File: config.mk
export PLATFORM = sky130hd
export DESIGN_NAME = alu_sequencer
export DESIGN_NICKNAME = d
export VERILOG_FILES = /design/src/rtl/alu_seq_pkg.sv /design/src/rtl/alu_sequencer_bcd_corr.sv /design/src/rtl/alu_sequencer.sv
export SDC_FILE = /design/constraint.sdc
export NUM_CORES = 1
export LEC_CHECK = 0
export CAP_MARGIN = 40
export CORE_AREA = 4 4 94 162
export CTS_CLUSTER_DIAMETER = 30
export CTS_CLUSTER_SIZE = 40
export DETAILED_ROUTE_END_ITERATION = 8
export DIE_AREA = 0 0 98 166
export HOLD_SLACK_MARGIN = 0.02
export PLACE_DENSITY_LB_ADDON = 0.15
export SYNTH_ARGS = -nofsm -noshare
export SYNTH_HDL_FRONTEND = slang
export SYNTH_HIERARCHICAL = 1
export SYNTH_SLANG_ARGS = --single-unit
export TNS_END_PERCENT = 20
File: constraint.sdc
create_clock -name clk -period 3.7 [get_ports clk]
set_input_delay 0.74 -clock clk [delete_from_list [all_inputs] [get_ports clk]]
set_output_delay 0.74 -clock clk [all_outputs]
set_load 0.01 [all_outputs]
File: src/rtl/alu_seq_pkg.sv
// Shared types and constants for the 6502 ALU sequencer.
package alu_seq_pkg;

    typedef enum logic [3:0] {
        OP_ADC = 4'd0,
        OP_SBC = 4'd1,
        OP_AND = 4'd2,
        OP_ORA = 4'd3,
        OP_EOR = 4'd4,
        OP_ASL = 4'd5,
        OP_LSR = 4'd6,
        OP_ROL = 4'd7,
        OP_ROR = 4'd8,
        OP_CMP = 4'd9,
        OP_INC = 4'd10,
        OP_DEC = 4'd11
    } op_t;

    typedef enum logic [1:0] {
        ST_IDLE   = 2'd0,
        ST_EXEC   = 2'd1,
        ST_ADJUST = 2'd2,
        ST_DONE   = 2'd3
    } state_t;

    localparam int FLAG_N = 3;
    localparam int FLAG_V = 2;
    localparam int FLAG_Z = 1;
    localparam int FLAG_C = 0;

    localparam logic [7:0] BCD_LO       = 8'h06;
    localparam logic [7:0] BCD_HI       = 8'h60;
    localparam logic [7:0] BCD_MAX      = 8'h99;
    localparam logic [7:0] BCD_NEG_LO   = 8'hFA;
    localparam logic [7:0] BCD_NEG_HI   = 8'hA0;
    localparam logic [7:0] BCD_NEG_BOTH = 8'h9A;

    typedef struct packed {
        logic [7:0] a;
        logic [7:0] b;
        logic       sum_sel;
        logic       and_sel;
        logic       xor_sel;
        logic       or_sel;
        logic       sr_sel;
        logic       cin;
    } alu_ctrl_t;

    // First-pass ALU drive for an opcode; undefined opcodes leave the ALU idle.
    function automatic alu_ctrl_t exec_drive(input op_t op, input logic [7:0] a,
                                             input logic [7:0] b, input logic c);
        alu_ctrl_t d;
        d   = '0;
        d.a = a;
        case (op)
            OP_ADC: begin d.sum_sel = 1'b1; d.b = b;     d.cin = c;    end
            OP_SBC: begin d.sum_sel = 1'b1; d.b = ~b;    d.cin = c;    end
            OP_AND: begin d.and_sel = 1'b1; d.b = b;                   end
            OP_ORA: begin d.or_sel  = 1'b1; d.b = b;                   end
            OP_EOR: begin d.xor_sel = 1'b1; d.b = b;                   end
            OP_ASL: begin d.sum_sel = 1'b1; d.b = a;                   end
            OP_ROL: begin d.sum_sel = 1'b1; d.b = a;     d.cin = c;    end
            OP_LSR: begin d.sr_sel  = 1'b1;                            end
            OP_ROR: begin d.sr_sel  = 1'b1;              d.cin = c;    end
            OP_CMP: begin d.sum_sel = 1'b1; d.b = ~b;    d.cin = 1'b1; end
            OP_INC: begin d.sum_sel = 1'b1; d.b = 8'h00; d.cin = 1'b1; end
            OP_DEC: begin d.sum_sel = 1'b1; d.b = 8'hFF;               end
            default: d = '0;
        endcase
        return d;
    endfunction

endpackage

File: src/rtl/alu_sequencer_bcd_corr.sv
// Decimal-adjust correction operand and final carry for the second ALU pass.
module bcd_corr
    import alu_seq_pkg::*;
(
    input  logic [7:0] s_i,
    input  logic       c1_i,
    input  logic       h1_i,
    input  logic       is_sub_i,
    output logic [7:0] corr_b_o,
    output logic       final_c_o
);

    always_comb begin
        corr_b_o  = 8'h00;
        final_c_o = c1_i;
        if (is_sub_i) begin
            // Subtraction adds the two's complement of the correction.
            unique case ({!c1_i, !h1_i})
                2'b00: corr_b_o = 8'h00;
                2'b01: corr_b_o = BCD_NEG_LO;
                2'b10: corr_b_o = BCD_NEG_HI;
                2'b11: corr_b_o = BCD_NEG_BOTH;
            endcase
        end else begin
            if (h1_i || (s_i[3:0] > 4'd9)) corr_b_o = corr_b_o | BCD_LO;
            if (c1_i || (s_i > BCD_MAX))   corr_b_o = corr_b_o | BCD_HI;
            final_c_o = c1_i || (s_i > BCD_MAX);
        end
    end

endmodule

File: src/rtl/alu_sequencer.sv
// Sequences the external 6502 ALU: one op per request, optional BCD pass, owns NVZC.
module alu_sequencer
    import alu_seq_pkg::*;
#(
    parameter bit DECIMAL_EN = 1'b1
) (
    input  logic       clk,
    input  logic       rst,
    input  logic       req_valid,
    output logic       req_ready,
    input  logic [3:0] req_op,
    input  logic [7:0] req_a,
    input  logic [7:0] req_b,
    input  logic       decimal_mode,
    output logic       result_valid,
    output logic [7:0] result_data,
    output logic [3:0] flags,
    input  logic       flag_wr,
    input  logic [3:0] flag_wdata,
    output logic [7:0] alu_a,
    output logic [7:0] alu_b,
    output logic       alu_sum_sel,
    output logic       alu_and_sel,
    output logic       alu_xor_sel,
    output logic       alu_or_sel,
    output logic       alu_shift_right_sel,
    output logic       alu_carry_in,
    input  logic [7:0] alu_out,
    input  logic       alu_carry,
    input  logic       alu_overflow,
    input  logic       alu_half_carry
);

    state_t    state_q;
    op_t       op_q;
    alu_ctrl_t ctrl_q;
    logic [7:0] a_q, s_q, result_q;
    logic [3:0] flags_q, exec_flags_d;
    logic       dec_q, c1_q, v1_q, h1_q, ready_q, valid_q;
    logic [7:0] bcd_s, corr_b;
    logic       bcd_c1, bcd_h1, final_c, needs_adjust, zero_out;
    alu_ctrl_t  adj_ctrl_d;

    // During EXEC the correction is computed from the live first-pass result
    // so the ADJUST drive can be registered; in ADJUST the captured copy is used.
    assign bcd_s  = (state_q == ST_EXEC) ? alu_out        : s_q;
    assign bcd_c1 = (state_q == ST_EXEC) ? alu_carry      : c1_q;
    assign bcd_h1 = (state_q == ST_EXEC) ? alu_half_carry : h1_q;

    bcd_corr u_bcd_corr (
        .s_i      (bcd_s),
        .c1_i     (bcd_c1),
        .h1_i     (bcd_h1),
        .is_sub_i (op_q == OP_SBC),
        .corr_b_o (corr_b),
        .final_c_o(final_c)
    );

    assign needs_adjust = dec_q && ((op_q == OP_ADC) || (op_q == OP_SBC));
    assign zero_out     = (alu_out == 8'h00);

    always_comb begin
        adj_ctrl_d         = '0;
        adj_ctrl_d.a       = alu_out;
        adj_ctrl_d.b       = corr_b;
        adj_ctrl_d.sum_sel = 1'b1;

        exec_flags_d = flags_q;
        case (op_q)
            OP_ADC, OP_SBC:
                exec_flags_d = {alu_out[7], alu_overflow, zero_out, alu_carry};
            OP_AND, OP_ORA, OP_EOR, OP_INC, OP_DEC: begin
                exec_flags_d[FLAG_N] = alu_out[7];
                exec_flags_d[FLAG_Z] = zero_out;
            end
            OP_ASL, OP_LSR, OP_ROL, OP_ROR, OP_CMP: begin
                exec_flags_d[FLAG_N] = alu_out[7];
                exec_flags_d[FLAG_Z] = zero_out;
                exec_flags_d[FLAG_C] = alu_carry;
            end
            default: exec_flags_d = flags_q;
        endcase
    end

    always_ff @(posedge clk or posedge rst) begin
        if (rst) begin
            state_q  <= ST_IDLE;
            op_q     <= OP_ADC;
            ctrl_q   <= '0;
            a_q      <= 8'h00;
            s_q      <= 8'h00;
            result_q <= 8'h00;
            flags_q  <= 4'h0;
            dec_q    <= 1'b0;
            c1_q     <= 1'b0;
            v1_q     <= 1'b0;
            h1_q     <= 1'b0;
            ready_q  <= 1'b1;
            valid_q  <= 1'b0;
        end else begin
            valid_q <= 1'b0;
            case (state_q)
                ST_IDLE: begin
                    if (req_valid && ready_q) begin
                        op_q    <= op_t'(req_op);
                        a_q     <= req_a;
                        dec_q   <= decimal_mode && DECIMAL_EN;
                        ctrl_q  <= exec_drive(op_t'(req_op), req_a, req_b, flags_q[FLAG_C]);
                        ready_q <= 1'b0;
                        state_q <= ST_EXEC;
                    end
                end
                ST_EXEC: begin
                    s_q  <= alu_out;
                    c1_q <= alu_carry;
                    v1_q <= alu_overflow;
                    h1_q <= alu_half_carry;
                    if (needs_adjust) begin
                        ctrl_q  <= adj_ctrl_d;
                        state_q <= ST_ADJUST;
                    end else begin
                        ctrl_q   <= '0;
                        valid_q  <= 1'b1;
                        flags_q  <= exec_flags_d;
                        result_q <= (op_q == OP_CMP || op_q > OP_DEC) ? a_q : alu_out;
                        state_q  <= ST_DONE;
                    end
                end
                ST_ADJUST: begin
                    ctrl_q   <= '0;
                    valid_q  <= 1'b1;
                    result_q <= alu_out;
                    flags_q  <= {alu_out[7], v1_q, zero_out, final_c};
                    state_q  <= ST_DONE;
                end
                default: begin
                    ready_q <= 1'b1;
                    state_q <= ST_IDLE;
                end
            endcase
            // A direct flag load overrides any ALU update on the same edge.
            if (flag_wr) flags_q <= flag_wdata;
        end
    end

    assign req_ready           = ready_q;
    assign result_valid        = valid_q;
    assign result_data         = result_q;
    assign flags               = flags_q;
    assign alu_a               = ctrl_q.a;
    assign alu_b               = ctrl_q.b;
    assign alu_sum_sel         = ctrl_q.sum_sel;
    assign alu_and_sel         = ctrl_q.and_sel;
    assign alu_xor_sel         = ctrl_q.xor_sel;
    assign alu_or_sel          = ctrl_q.or_sel;
    assign alu_shift_right_sel = ctrl_q.sr_sel;
    assign alu_carry_in        = ctrl_q.cin;

endmodule

Word level (Yosys, flattened, before mapping)
Cells that the tools add are included.
Storage, ports and cells
  bits in registers: 62
  bits in latches: 0
  memory bits (writable): 0
  bits in read-only memories: 0
  bits of input ports: 40
  output and inout bits: 36
  logic and storage cells: 131
  memories kept: 0
Cells by class
  add/sub/neg operators: 0
  multiply operators: 0
  div/mod/pow operators: 0
  magnitude comparators: 3
  equal/unequal tests: 33
  shift operators: 0
  mux-type cells: 36
  bitwise gates (word level): 2
  reduce and logical (&&, ||, !) cells: 35
Operator list (number)
  case mux 22 bit (3 select lines): 1
  case mux 8 bit (4 select lines): 2
  2-to-1 mux 22 bit: 2
  2-to-1 mux 8 bit: 5
  == test 4 x 3 -> 1 bit, second input constant: 8
  == test 4 bit, second input constant: 8
  OR reduction 12 bit: 2
  == test 4 x 2 -> 1 bit, second input constant: 4
  case mux 8 bit (2 select lines): 1
  2-to-1 mux 1 bit: 15
  OR reduction 7 bit: 2
  OR reduction 2 bit: 6
  != test 3 bit, second input constant: 3
  AND reduction 3 bit: 3
  == test 4 x 1 -> 1 bit, second input constant: 2
  > comparator 4 bit, second input constant: 2
  > comparator 8 bit, second input constant: 1
  logical NOT 4 bit: 2
  logical NOT 8 bit: 1
  2-to-1 mux 4 bit: 2
  NOT 8 bit: 1
  case mux 4 bit (2 select lines): 1
  AND reduction 2 bit: 4
  OR reduction 4 bit: 2
  other kinds (16): 29

Depth between registers and ports, before layout
  word-level depth: 9
  gate-level depth with buffers: 12
  mapped depth without buffers: 10

Cells and area by module
Netlist, hierarchy kept.
By module, submodules not included
  alu_sequencer: times used 1, cells each 312, area each 3229.3 µm², seq. area each 1552.7 µm²
  bcd_corr: times used 1, cells each 25, area each 163.9 µm², seq. area each 0.0 µm²

Worst setup path after synthesis
No wires, ideal clock.
  kind: register to register
  start point: register state_q[1]
  end point: register ctrl_q (netlist bit alu_b[4])
  setup time: 126 ps
  arrival: 2443 ps
  required time: 3574 ps
  setup slack: 1131 ps
  cell stages (with the launch flop): 12
  buffers on the path: 3
  period minus slack after synthesis: 2569 ps
  path through: dfrtp_1 > inv_1 > ha_1 > clkbuf_1 > clkbuf_1 > mux2_2 > ha_1 > nor2_1 > nor2_1 > buf_4 > and3_1 > a221o_1
Between the ends
  cells in the longest elaborated chain, start to end: 8
  elaborated cells between the ends (all ways): 18
  classes of those cells: 6 x eq/ne; 6 x mux; 6 x reduce/logical
RTL lines
  start, declared: line alu_sequencer.sv:34  | state_t state_q;
  start signal, assigned: line alu_sequencer.sv:87  | state_q <= ST_IDLE;
  start signal, assigned: line alu_sequencer.sv:110  | state_q <= ST_EXEC;
  start signal, assigned: line alu_sequencer.sv:120  | state_q <= ST_ADJUST;
  == test 2 x 1 -> 1 bit *: line alu_sequencer.sv:47  | assign bcd_c1 = (state_q == ST_EXEC) ? alu_carry : c1_q;
  2-to-1 mux 1 bit *
  named net bcd_c1: line alu_sequencer.sv:41  | logic bcd_c1, bcd_h1, final_c, needs_adjust, zero_out;
  logical NOT 1 bit *: line alu_sequencer_bcd_corr.sv:18  | unique case ({!c1_i, !h1_i})
  == test 2 bit, or another cell as far along: line alu_sequencer_bcd_corr.sv:18
  case mux 8 bit (4 select lines) *: line alu_sequencer_bcd_corr.sv:18
  2-to-1 mux 8 bit *: line alu_sequencer_bcd_corr.sv:16  | if (is_sub_i) begin
  named net corr_b[4]: line alu_sequencer.sv:40  | logic [7:0] bcd_s, corr_b;
  2-to-1 mux 22 bit *: line alu_sequencer.sv:118  | if (needs_adjust) begin
  case mux 22 bit (3 select lines) *: line alu_sequencer.sv:102  | case (state_q)
  end signal, assigned: line alu_sequencer.sv:108  | ctrl_q <= exec_drive(op_t'(req_op), req_a, req_b, flags_q[FLAG_C]);
  end signal, assigned: line alu_sequencer.sv:119  | ctrl_q <= adj_ctrl_d;
  end, declared: line alu_sequencer.sv:36  | alu_ctrl_t ctrl_q;
Mark *: on every way through the listed nets, which the timed path passes. The rest lies on a longest branch. The select of a mux whose other input is x is not followed.
A chain may end at the register's enable or synchronous reset.

Final worst setup path
  start point: register state_q[1]
  end point: register flags_q[0] (netlist: flags[0])
Between the ends
  cells in the longest elaborated chain, start to end: 7
  elaborated cells between the ends (all ways): 13
  classes of those cells: 1 x order compare; 4 x eq/ne; 5 x mux; 3 x reduce/logical
RTL lines
  == test 2 x 1 -> 1 bit: line alu_sequencer.sv:46  | assign bcd_s = (state_q == ST_EXEC) ? alu_out : s_q;
  2-to-1 mux 8 bit
  named net bcd_s[2]: line alu_sequencer.sv:40
  > comparator 8 bit: line alu_sequencer_bcd_corr.sv:27  | final_c_o = c1_i || (s_i > BCD_MAX);
  logical OR 1 bit: line alu_sequencer_bcd_corr.sv:27
  2-to-1 mux 1 bit: line alu_sequencer_bcd_corr.sv:16
  named net final_c: line alu_sequencer.sv:41
  case mux 4 bit (2 select lines): line alu_sequencer.sv:102
  2-to-1 mux 4 bit: line alu_sequencer.sv:142  | if (flag_wr) flags_q <= flag_wdata;
  end signal, assigned: line alu_sequencer.sv:124  | flags_q <= exec_flags_d;
  end signal, assigned: line alu_sequencer.sv:133  | flags_q <= {alu_out[7], v1_q, zero_out, final_c};
  end signal, assigned: line alu_sequencer.sv:142
  end, declared: line alu_sequencer.sv:38  | logic [3:0] flags_q, exec_flags_d;
The timed path passes the listed nets, and every way through them passes these cells.

==> flow_metrics.env <==
export IMPL_antenna_cells=0
export IMPL_setup_ws_ns=1.04
export IMPL_r2r_start="state_q[1]$_DFFE_PP0N_"
export IMPL_period_share_pct=72.0
export IMPL_end_kind="flip-flop"
export IMPL_max_slew_margin_pct=39.2
export IMPL_place_area_um2=4280
export IMPL_drv_slew=0
export IMPL_h_tree_depth=3
export IMPL_fp_dieH_um=166
export IMPL_cap_violations=0
export IMPL_synth_area_um2=3360
export IMPL_synth_nets=382
export IMPL_hold_violations=0
export IMPL_fin_nets=449
export IMPL_dr_pass1_iters=4
export IMPL_finalClockSkew_ns=0.00509
export IMPL_clockBufferDepth=2
export IMPL_min_period_ns=2.66
export IMPL_drive_above_1_share_pct=16.0
export IMPL_ys_warn_count=6
export IMPL_synth_cells=335
export IMPL_p_total_mw=3.95
export IMPL_io_buffer_count=75
export IMPL_status="finished, final reports clean"
export IMPL_cts_tree="done"
export IMPL_cts_num_sinks=61
export IMPL_grt_pass1_vias=2903
export IMPL_drt_iter0_drc=114
export IMPL_path_max_fanout=16
export IMPL_arrival_ns=2.88
export IMPL_routed_via_count=2770
export IMPL_post_route_drc_count=0
export IMPL_worstSetupPathType="reg -> reg"
export IMPL_crit_path_end="flags[0]$_DFFE_PP0P_"
export IMPL_crit_chain="inv_1 -> ha_1 -> mux2_2 -> o211ai_2 -> nand2_1 -> a31o_1 -> mux2i_1 -> and4_4 -> nor3_2"
export IMPL_drtAntennaViolNets=0
export IMPL_fmax_ghz=0.375
export IMPL_areaGrowthSynthToFinish_pct=37.9
export IMPL_worst_pin_slew_ns=0.909
export IMPL_post_cts_resize_count=0
export IMPL_post_place_ws_ns=0.702
export IMPL_dp_hpwl_mm=8.09
export IMPL_clk_pin_slew_ns=0.05
export IMPL_core_um2=13900
export IMPL_placed_cells=568
export IMPL_setup_viol_count_final=0
export IMPL_ff2ff_path_depth=9
export IMPL_cp_top_family="adder cells"
export IMPL_die_area_um2=16300
export IMPL_cp_data_required_time_ns=3.91
export IMPL_rsz0062_at_grt="no"
export IMPL_syn_area_per_cell_um2=10.0
export IMPL_antenna_found_initial=0
export IMPL_cp_start_kind="flip-flop"
export IMPL_final_cells=583
export IMPL_overflow=0
export IMPL_final_area_um2=4630
export IMPL_hold_buffers=0
export IMPL_fin_setup_tns_ns=0
export IMPL_cts_setup_buffers=0
export IMPL_rows=57
export IMPL_slowest_stage="ha_1"
export IMPL_hold_path_startpoint="alu_and_sel$_DFFE_PP0P_"
export IMPL_ios=76
export IMPL_wire_per_inst_um=18.5
export IMPL_reg2reg_to="flags[0]$_DFFE_PP0P_"
export IMPL_place_congestion=0.761
export IMPL_p_per_area_nw_per_um2=853
export IMPL_crit_buf_inv=1
export IMPL_track_usage_pct=13.4
export IMPL_insertion_delay_ns=0.33
export IMPL_cts_buffers=9
export IMPL_wl_mm=10.8
export IMPL_power_leakage_nw=1.93
export IMPL_die_x_um=98
export IMPL_viasPerCell=4.75
export IMPL_hp_class="reg -> reg"
export IMPL_critical_path_max_stage_delay_ns=0.61
export IMPL_initial_core_util_pct=24.1
export IMPL_critical_path_depth=9
export IMPL_grt_pass1_wl_mm=16.7
export IMPL_grt_max_degree=37
export IMPL_ff2ff_setup_slack_ns=1.04
export IMPL_startpoint="state_q[1]$_DFFE_PP0N_"
export IMPL_root_buffer="clkbuf_16"
export IMPL_peakVddDrop_mv=0.235
layout by cell type, fill, tap and decap left out, drive strengths merged, types with 5 or more instances in the layout:
cell type	n
a221o	5
ha	7
clkbuf	11
inv	10
mux2i	10
a21oi	21
nor2	36
dfrtp	60
o22ai	6
a221oi	8
buf	7
nand2	22
o21ai	13
a22oi	9
nand3	6
clkdlybuf4s50	75
and3	6
nor2b	5
nor3b	9
mux2	34
worst min path at each step:
stage                     cells past startpoint                       to  slack [ns]
after floorplan                               2      op_q[0]$_DFFE_PP0P_        0.48
after global placement                        2  alu_and_sel$_DFFE_PP0P_        0.47
after detailed placement                      2  alu_and_sel$_DFFE_PP0P_        0.47
after CTS                                     2  alu_and_sel$_DFFE_PP0P_        0.48
after global routing                          2  alu_and_sel$_DFFE_PP0P_        0.51
final                                         2  alu_and_sel$_DFFE_PP0P_        0.48
stage by stage:
step,hold slack [ns],utilization (%)
6_report,0.480,33.3
5_1_grt,0.514,33.3
4_1_cts,0.481,33.3
3_5_place_dp,0.470,30.8
3_3_place_gp,0.473,30.5
2_1_floorplan,0.478,-
area by class of cell:
type                            count  area, um2
Clock buffer                       11        253
Fill cell                        1439       9280
Multi-Input combinational cell    238       1670
Inverter                           10       37.5
Timing Repair Buffer               82        823
Sequential cell                    61       1530
Tap cell                          177        221
Clock inverter                      4       95.1
sequential cells by signal (all words and copies together) (netlist names), 2 cells and up:
signal / flops
a_q: 8
alu_a: 8
alu_b: 8
flags: 4
op_q: 4
result_data: 8
s_q: 7
state_q: 2
routing by layer:
metal	up-vias	GRT usage [%]	part of all wire [%]
met5	-	0	0
met4	0	4.52	1.3
met3	8	2.98	3.3
met2	57	24.7	54
met1	1360	15.0	41
li1	1345	-	-
report_power, final:
| part | switching [mW] | total [mW] | internal (mW) |
|---|---|---|---|
| Clock | 0.295 | 0.984 | 0.689 |
| Combinational | 0.926 | 1.79 | 0.868 |
| Sequential | 0.187 | 1.17 | 0.986 |
| Total | 1.41 | 3.95 | 2.54 |
worst reg2reg max path, cell delays in order (launching register included):
cell      delay (ns)
dfrtp_1         0.40
inv_1           0.11
ha_1            0.61
mux2_2          0.45
o211ai_2        0.24
nand2_1         0.08
a31o_1          0.25
mux2i_1         0.14
and4_4          0.23
nor3_2          0.04
Power figures use the tool's default switching activity.
